[config.mk]
export PLATFORM = sky130hd
export DESIGN_NAME = snow64_fetch_queue_stage
export DESIGN_NICKNAME = d
export VERILOG_FILES = /design/src/rtl/snow64_fetch_queue_stage.sv
export SDC_FILE = /design/constraint.sdc
export NUM_CORES = 1
export LEC_CHECK = 0
export CAP_MARGIN = 15
export CORE_MARGIN = 2
export CORE_UTILIZATION = 45
export CTS_BUF_LIST = sky130_fd_sc_hd__clkbuf_16
export DETAILED_ROUTE_END_ITERATION = 8
export PLACE_DENSITY = 0.7
export SLEW_MARGIN = 20
export SYNTH_ARGS = -nofsm -noshare
export SYNTH_HDL_FRONTEND = slang
export SYNTH_SLANG_ARGS = --single-unit
[constraint.sdc]
create_clock -name clk -period 4.1 [get_ports clk]
set_clock_uncertainty 0.15 [all_clocks]
set_input_delay 0.615 -clock clk [delete_from_list [all_inputs] [get_ports clk]]
set_output_delay 0.615 -clock clk [all_outputs]
set_load 0.02 [all_outputs]
[src/rtl/snow64_fetch_queue_stage.sv]
// Snow64 instruction-fetch front end.
// Issues sequential icache requests under a credit limit, queues the in-order
// responses together with their PC, and hands them to decode via valid/ready.
// An EX redirect flushes the queue, reloads the PC and marks every response
// still in flight as stale so it is dropped on arrival.
module snow64_fetch_queue_stage #(
    parameter int                    ADDR_WIDTH  = 64,
    parameter int                    INSTR_WIDTH = 32,
    parameter int                    QUEUE_DEPTH = 4,
    parameter logic [ADDR_WIDTH-1:0] RESET_PC    = '0
) (
    input  logic                          clk,
    input  logic                          rst_n,
    // icache request
    output logic                          req_valid,
    output logic [ADDR_WIDTH-1:0]         req_addr,
    input  logic                          req_ready,
    // icache response, strictly in request order
    input  logic                          rsp_valid,
    input  logic [INSTR_WIDTH-1:0]        rsp_instr,
    // EX redirect
    input  logic                          redirect_valid,
    input  logic [ADDR_WIDTH-1:0]         redirect_pc,
    // decode side
    output logic                          out_valid,
    input  logic                          out_ready,
    output logic [INSTR_WIDTH-1:0]        out_instr,
    output logic [ADDR_WIDTH-1:0]         out_pc,
    output logic [$clog2(QUEUE_DEPTH):0]  out_count
);

    localparam int INSTR_BYTES = INSTR_WIDTH / 8;
    localparam int PW          = $clog2(QUEUE_DEPTH);
    localparam int CW          = PW + 1;
    localparam int XW          = CW + 1;

    localparam logic [ADDR_WIDTH-1:0] STEP       = ADDR_WIDTH'(INSTR_BYTES);
    localparam logic [ADDR_WIDTH-1:0] ALIGN_MASK = ~(STEP - ADDR_WIDTH'(1));
    localparam logic [XW-1:0]         DEPTH_X    = XW'(QUEUE_DEPTH);
    localparam logic [CW-1:0]         DEPTH_C    = CW'(QUEUE_DEPTH);

    typedef struct packed {
        logic [ADDR_WIDTH-1:0]  pc;
        logic [INSTR_WIDTH-1:0] instr;
    } entry_t;

    entry_t                mem [QUEUE_DEPTH];
    logic [PW-1:0]         wr_ptr;
    logic [PW-1:0]         rd_ptr;
    logic [CW-1:0]         count;
    logic [CW-1:0]         inflight;
    logic [CW-1:0]         drop_cnt;
    logic [ADDR_WIDTH-1:0] fetch_pc;
    logic [ADDR_WIDTH-1:0] rsp_pc;
    logic [ADDR_WIDTH-1:0] redirect_aligned;
    logic [XW-1:0]         credit_used;
    logic                  fire;
    logic                  drop_hit;
    logic                  push;
    logic                  pop;

    // Queued entries plus outstanding requests may never exceed the depth, so
    // every response is guaranteed a slot. Held low during reset and redirect.
    assign credit_used      = {1'b0, count} + {1'b0, inflight};
    assign req_valid        = rst_n && !redirect_valid && (credit_used < DEPTH_X);
    assign req_addr         = fetch_pc;
    assign fire             = req_valid && req_ready;

    assign redirect_aligned = redirect_pc & ALIGN_MASK;

    // A response is consumed by the drop counter first; a redirect in the same
    // cycle also discards it because the queue is being flushed.
    assign drop_hit         = rsp_valid && (drop_cnt != '0);
    assign push             = rsp_valid && !drop_hit && !redirect_valid;
    assign pop              = out_valid && out_ready && !redirect_valid;

    assign out_valid        = (count != '0);
    assign out_count        = count;
    assign out_instr        = out_valid ? mem[rd_ptr].instr : '0;
    assign out_pc           = out_valid ? mem[rd_ptr].pc    : '0;

    // Fetch PC: sequential advance on each accepted request, reload on redirect.
    always_ff @(posedge clk or negedge rst_n) begin
        if (!rst_n) begin
            fetch_pc <= RESET_PC;
        end else if (redirect_valid) begin
            fetch_pc <= redirect_aligned;
        end else if (fire) begin
            fetch_pc <= fetch_pc + STEP;
        end
    end

    // Outstanding-request counter and stale-response counter. On redirect,
    // everything still in flight (minus any response arriving now) is stale.
    always_ff @(posedge clk or negedge rst_n) begin
        if (!rst_n) begin
            inflight <= '0;
            drop_cnt <= '0;
        end else if (redirect_valid) begin
            inflight <= inflight - CW'(rsp_valid);
            drop_cnt <= inflight - CW'(rsp_valid);
        end else begin
            inflight <= inflight + CW'(fire) - CW'(rsp_valid);
            if (drop_hit) begin
                drop_cnt <= drop_cnt - CW'(1);
            end
        end
    end

    // PC tag for the next accepted response; tracks fetch_pc one response behind.
    always_ff @(posedge clk or negedge rst_n) begin
        if (!rst_n) begin
            rsp_pc <= RESET_PC;
        end else if (redirect_valid) begin
            rsp_pc <= redirect_aligned;
        end else if (push) begin
            rsp_pc <= rsp_pc + STEP;
        end
    end

    // Queue pointers and occupancy; a redirect empties the queue outright.
    always_ff @(posedge clk or negedge rst_n) begin
        if (!rst_n) begin
            wr_ptr <= '0;
            rd_ptr <= '0;
            count  <= '0;
        end else if (redirect_valid) begin
            wr_ptr <= '0;
            rd_ptr <= '0;
            count  <= '0;
        end else begin
            if (push) begin
                wr_ptr <= wr_ptr + PW'(1);
            end
            if (pop) begin
                rd_ptr <= rd_ptr + PW'(1);
            end
            count <= count + CW'(push) - CW'(pop);
        end
    end

    // Entry storage needs no reset: out_valid gates every read.
    always_ff @(posedge clk) begin
        if (push) begin
            mem[wr_ptr] <= '{pc: rsp_pc, instr: rsp_instr};
        end
    end

    // Credit bookkeeping sanity: counters stay within the queue depth and the
    // icache never answers a request that was not made.
    a_count_bound: assert property (@(posedge clk) disable iff (!rst_n)
        count <= DEPTH_C);
    a_inflight_bound: assert property (@(posedge clk) disable iff (!rst_n)
        inflight <= DEPTH_C);
    a_drop_bound: assert property (@(posedge clk) disable iff (!rst_n)
        drop_cnt <= inflight);
    a_rsp_expected: assert property (@(posedge clk) disable iff (!rst_n)
        rsp_valid |-> (inflight != '0));

endmodule
== Word-level counts from Yosys, hierarchy flattened ==
Memory sizes are Yosys's and may differ from the RTL's.
Cells that the tools add are included.

* Memories kept: 1
* Output and inout port bits: 165
* Bits in registers: 141
* Bits in writable memories: 384
* Bits of input ports: 102

* Muxes and demuxes: 16
* Magnitude comparators: 1
* Reductions and logical operators: 16
* Add/sub/neg operators: 11

{| class="wikitable"
|+ Memory list
! name !! words !! bits a word !! read ports !! clocked after memory_dff !! write ports !! line !! source
|-
| mem || 4 || 96 || 1 || 0 || 1 || 47 || <nowiki>entry_t mem [QUEUE_DEPTH];</nowiki>
|}

{| class="wikitable"
|+ Operators by type and width
! operator !! count
|-
| $mux W64 || 5
|-
| $add A64 B3 Y64 const B || 2
|-
| $mux W32 || 1
|-
| $mux W3 || 4
|-
| $sub A3 B1 Y3 || 3
|-
| $logic_and A1 B1 Y1 || 8
|-
| $mux W2 || 4
|-
| $reduce_bool A2 Y1 || 4
|-
| $add A3 B1 Y3 || 2
|-
| $reduce_bool A3 Y1 || 2
|-
| $add A2 B1 Y2 const B || 2
|-
| $add A3 B3 Y4 || 1
|-
| $lt A4 B3 Y1 const B || 1
|-
| $sub A3 B1 Y3 const B || 1
|-
| $logic_not A1 Y1 || 2
|-
| $mux W1 || 2
|}

== Depth between registers and ports, before layout ==
* Depth after elaboration: 8
* Mapped depth: 14

== Worst setup path after synthesis ==
OpenSTA, ideal clock, no wires.

* Kind: input to register
* Start point: in redirect_valid
* End point: mem mem[0][0] in the netlist's numbering, enable pin
* Stages: 4
* Library setup time: 0.463 ns
* Path buffers: 2
* Slack: 0.069 ns
* Data arrival time: 3.417 ns
* Path through: clkbuf_1 > clkbuf_1 > nor2_1 > and2_1

* Cells in the longest elaborated chain, start to end: 4

{| class="wikitable"
|+ Ends and longest elaborated chain
! what !! line !! source
|-
| start, declared || 22 || <nowiki>input logic redirect_valid,</nowiki>
|-
| $logic_not A1 Y1 || 74 || <nowiki>assign push = rsp_valid && !drop_hit && !redirect_valid;</nowiki>
|-
| $logic_and A1 B1 Y1 || 74 ||
|-
| $mux W1 || 144 || <nowiki>if (push) begin</nowiki>
|-
| $mux W1 (implied by the code) || 145 || <nowiki>mem[wr_ptr] <= '{pc: rsp_pc, instr: rsp_instr};</nowiki>
|-
| end, declared || 47 ||
|}

Every way passes these cells.

== Worst setup path in the final report ==
* Start point: reg count[1] (netlist: out_count[1])
* End point: out out_pc[40]

* Cells in the longest elaborated chain, start to end: 2

{| class="wikitable"
|+ Ends and longest elaborated chain
! what !! line !! source
|-
| start, declared || 50 || <nowiki>logic [CW-1:0] count;</nowiki>
|-
| start signal, assigned || 138 || <nowiki>count <= count + CW'(push) - CW'(pop);</nowiki>
|-
| $reduce_bool A3 Y1 || 77 || <nowiki>assign out_valid = (count != '0);</nowiki>
|-
| $mux W64 || 80 || <nowiki>assign out_pc = out_valid ? mem[rd_ptr].pc : '0;</nowiki>
|-
| end, declared || 28 || <nowiki>output logic [ADDR_WIDTH-1:0] out_pc,</nowiki>
|}

Every way passes these cells.

==> flow_metrics.env <==
export IMPL_end_kind="output pin"
export IMPL_cts_root_buf="clkbuf_16"
export IMPL_layout_commonest_cell="edfxtp_1"
export IMPL_path_max_fanout=42
export IMPL_core_um2=49050
export IMPL_ys_async_sr_fraction=0.2671
export IMPL_cts_buffers=53
export IMPL_hold_path_class="input port to async pin"
export IMPL_fin_crit_ns=3.851
export IMPL_avgSynthCellArea_um2=14.68
export IMPL_slew_headroom=0.3216
export IMPL_use_met3=0.04788
export IMPL_cts_tree="yes"
export IMPL_p_leak_nw=9.485
export IMPL_synthCells=1525
export IMPL_pwr_share_clk=0.307
export IMPL_maxSlewViolCount=0
export IMPL_max_stage_delay_ns=0.87
export IMPL_grt_usage=0.2223
export IMPL_die_w_um=227.0
export IMPL_drt_initial_drc_count=1305
export IMPL_setup_viol=0
export IMPL_drc=0
export IMPL_maxCapViolCount=0
export IMPL_syn2layout_area_growth_pct=23.21
export IMPL_syn_area_um2=22380
export IMPL_firstDrtPassIters=6
export IMPL_timing_final_crit_share=0.9394
export IMPL_clkSlewWorstSetupHoldPaths_ns=0.06
export IMPL_arrival_ns=3.09
export IMPL_place_area_um2=25870
export IMPL_fin_util=0.5622
export IMPL_antenna_left=0
export IMPL_synth_seq_cells=513
export IMPL_grt_start_max_net_pins=73
export IMPL_initial_core_util=0.4563
export IMPL_tightest_slew_ns=1.009
export IMPL_power_density_nw_per_um2=554.7
export IMPL_p_sw_frac=0.2980
export IMPL_ios=267
export IMPL_pwr_share_comb=0.277
export IMPL_synth_top_area_share=0.5044
export IMPL_dr_total_vias=14274
export IMPL_p_sw_w=0.004559
export IMPL_seq_area_frac_synth=0.6576
export IMPL_antenna_found_initial=3
export IMPL_yosys_top_cells_area="edfxtp_1 50%, dfrtp_1 15%, mux4_2 9.5%"
export IMPL_crit_slowest_cell="or3_2"
export IMPL_portBuffers=260
export IMPL_criticalPathCategory="register to output pin"
export IMPL_dp_hpwl_um=37870
export IMPL_synth_cell_types=65
export IMPL_finalHoldViolCount=0
export IMPL_crit_family="simple AND/OR/NAND/NOR gates"
export IMPL_synth_edf_count=376
export IMPL_p_int_w=0.01074
export IMPL_use_met2=0.3469
export IMPL_grt_pass1_vias=14033
export IMPL_grt_busiest_layer="met2"
export IMPL_final_cell_mix="376 x edfxtp_1, 258 x clkdlybuf4s50_1, 135 x dfrtp_1, 123 x nand2_1, 101 x and2_1"
export IMPL_fmax_ghz=0.2596
export IMPL_post_place_ws_ns=0.5870
export IMPL_fp_row_count=81
export IMPL_fin_area_um2=27580
export IMPL_drt_wl_total_um=56840
export IMPL_cts_buffer_depth=3
export IMPL_grt_pass1_wl_um=85350
export IMPL_use_met1=0.3087
export IMPL_cts_resized=0
export IMPL_postCtsSetupBuffers=0
export IMPL_final_layout_size_suffix_gt1_frac=0.1364
export IMPL_ff2ff_setup_slack_ns=0.96
export IMPL_cp_start_kind="register"
export IMPL_clk_insertion_delay_late_ns=0.59
export IMPL_cp_required_ns=3.34
export IMPL_vias_per_cell=5.698
export IMPL_ctsHtreeMaxLevel=2
export IMPL_rsz0062_at_grt="no"
export IMPL_status="complete, no violations"
export IMPL_ys_warn_count=0
export IMPL_die_area_um2=51540
export IMPL_layout_setup_ws_ns=0.2486
export IMPL_wl_per_cell_um=22.69
export IMPL_cp_num_buf_inv=2
export IMPL_synth_largest_area_cell="edfxtp_1"
export IMPL_final_nets=1917
export IMPL_overflow=0
export IMPL_synthFlopType="edfxtp_1"
export IMPL_globalplace_congestion=0.8736
export IMPL_chipHeight_um=227.0
export IMPL_whs_ns=0.2498
export IMPL_ir_worst_vdd_mv=0.3183
export IMPL_power_frac_seq=0.417
export IMPL_path_cells="or3_2 -> buf_4 -> and2_1 -> clkdlybuf4s50_1"
export IMPL_fin_tns_setup_ns=0
export IMPL_clock_sinks=513
area by class of cell:
class	count	area [um2]
Fill cell	3970	21470
Multi-Input combinational cell	903	7226
Clock inverter	43	321.6
Inverter	31	116.4
Timing Repair Buffer	295	2979
Antenna cell	1	2.502
Tap cell	664	830.8
Sequential cell	513	14730
Clock buffer	55	1376
power by group through the flow:
| stage | clock network, W | registers [W] | logic, W |
|---|---|---|---|
| after floorplan | 0 | 0.00639 | 0.00244 |
| after global placement | 0 | 0.00645 | 0.00426 |
| after detailed placement | 0 | 0.00647 | 0.00430 |
| after CTS | 0.00478 | 0.00638 | 0.00432 |
| after global routing | 0.00497 | 0.00643 | 0.00455 |
| final | 0.00469 | 0.00638 | 0.00423 |
worst paths after layout:
kind	startpoint	to	cells after the start
worst max-delay path	out_count[1]	out_pc[40]	4
worst min-delay path	rst_n	req_addr[6]	2
worst max register to register	out_count[1]	out_count[2]	10
worst min register to register	inflight[2]	inflight[2]	1
max in group asynchronous	rst_n	rd_ptr[1]	3
min in group clk	inflight[2]	inflight[2]	1
routing by layer:
metal / vias up / part of all wire
li1: 6366 / -
met1: 7207 / 0.42
met2: 587 / 0.47
met3: 110 / 0.081
met4: 4 / 0.034
met5: - / 0.00048
cell usage after synthesis, drive strengths merged, types with 2 or more instances:
cell	number
edfxtp	376
dfrtp	137
nand2	123
and2	105
mux4	94
nand3	85
o21ai	82
clkbuf	60
nor2	51
xnor2	49
nand4	37
xor2	33
inv	31
and3	25
nor4	24
nor3	23
buf	21
o211ai	20
mux2	17
a21oi	16
ha	16
a31oi	15
and4	12
or4	10
o311ai	9
or3	9
mux2i	5
nand2b	5
o31a	4
o211a	3
o221ai	3
or2	3
a21boi	2
a31o	2
fa	2
nand3b	2
nand4b	2
kinds of logic (layout without fill, tap and decap cells):
family	after synthesis	in the layout	share of synthesized area
AND/OR/NAND/NOR	523	523	0.1299
flip-flops	513	513	0.6576
AO/OA/AOI/OAI	160	160	0.04332
multiplexers	116	116	0.1054
buffers and inverters	112	424	0.02091
XOR/XNOR	82	82	0.03209
adder cells (fa/ha/maj)	18	18	0.01073
other	1	5	0.0001675
state kept, by name, indices dropped and copies added (netlist names):
name	count
rsp_pc	62
wr_ptr	2
mem	376
rd_ptr	2
inflight	3
out_count	3
drop_cnt	3
req_addr	62
stage by stage:
stage	power [W]	cells
after floorplan	0.008826	1528
after global placement	0.01071	2405
after detailed placement	0.01077	2405
after CTS	0.01547	2504
after global routing	0.01595	2504
final	0.01530	2505
what timing repair did:
action                                  in CTS  in global routing
endpoints found under the setup margin       0                  0
endpoints found under the hold margin        9                  0
hold buffers                                 1                  0
(Power assumes the default switching activity.)
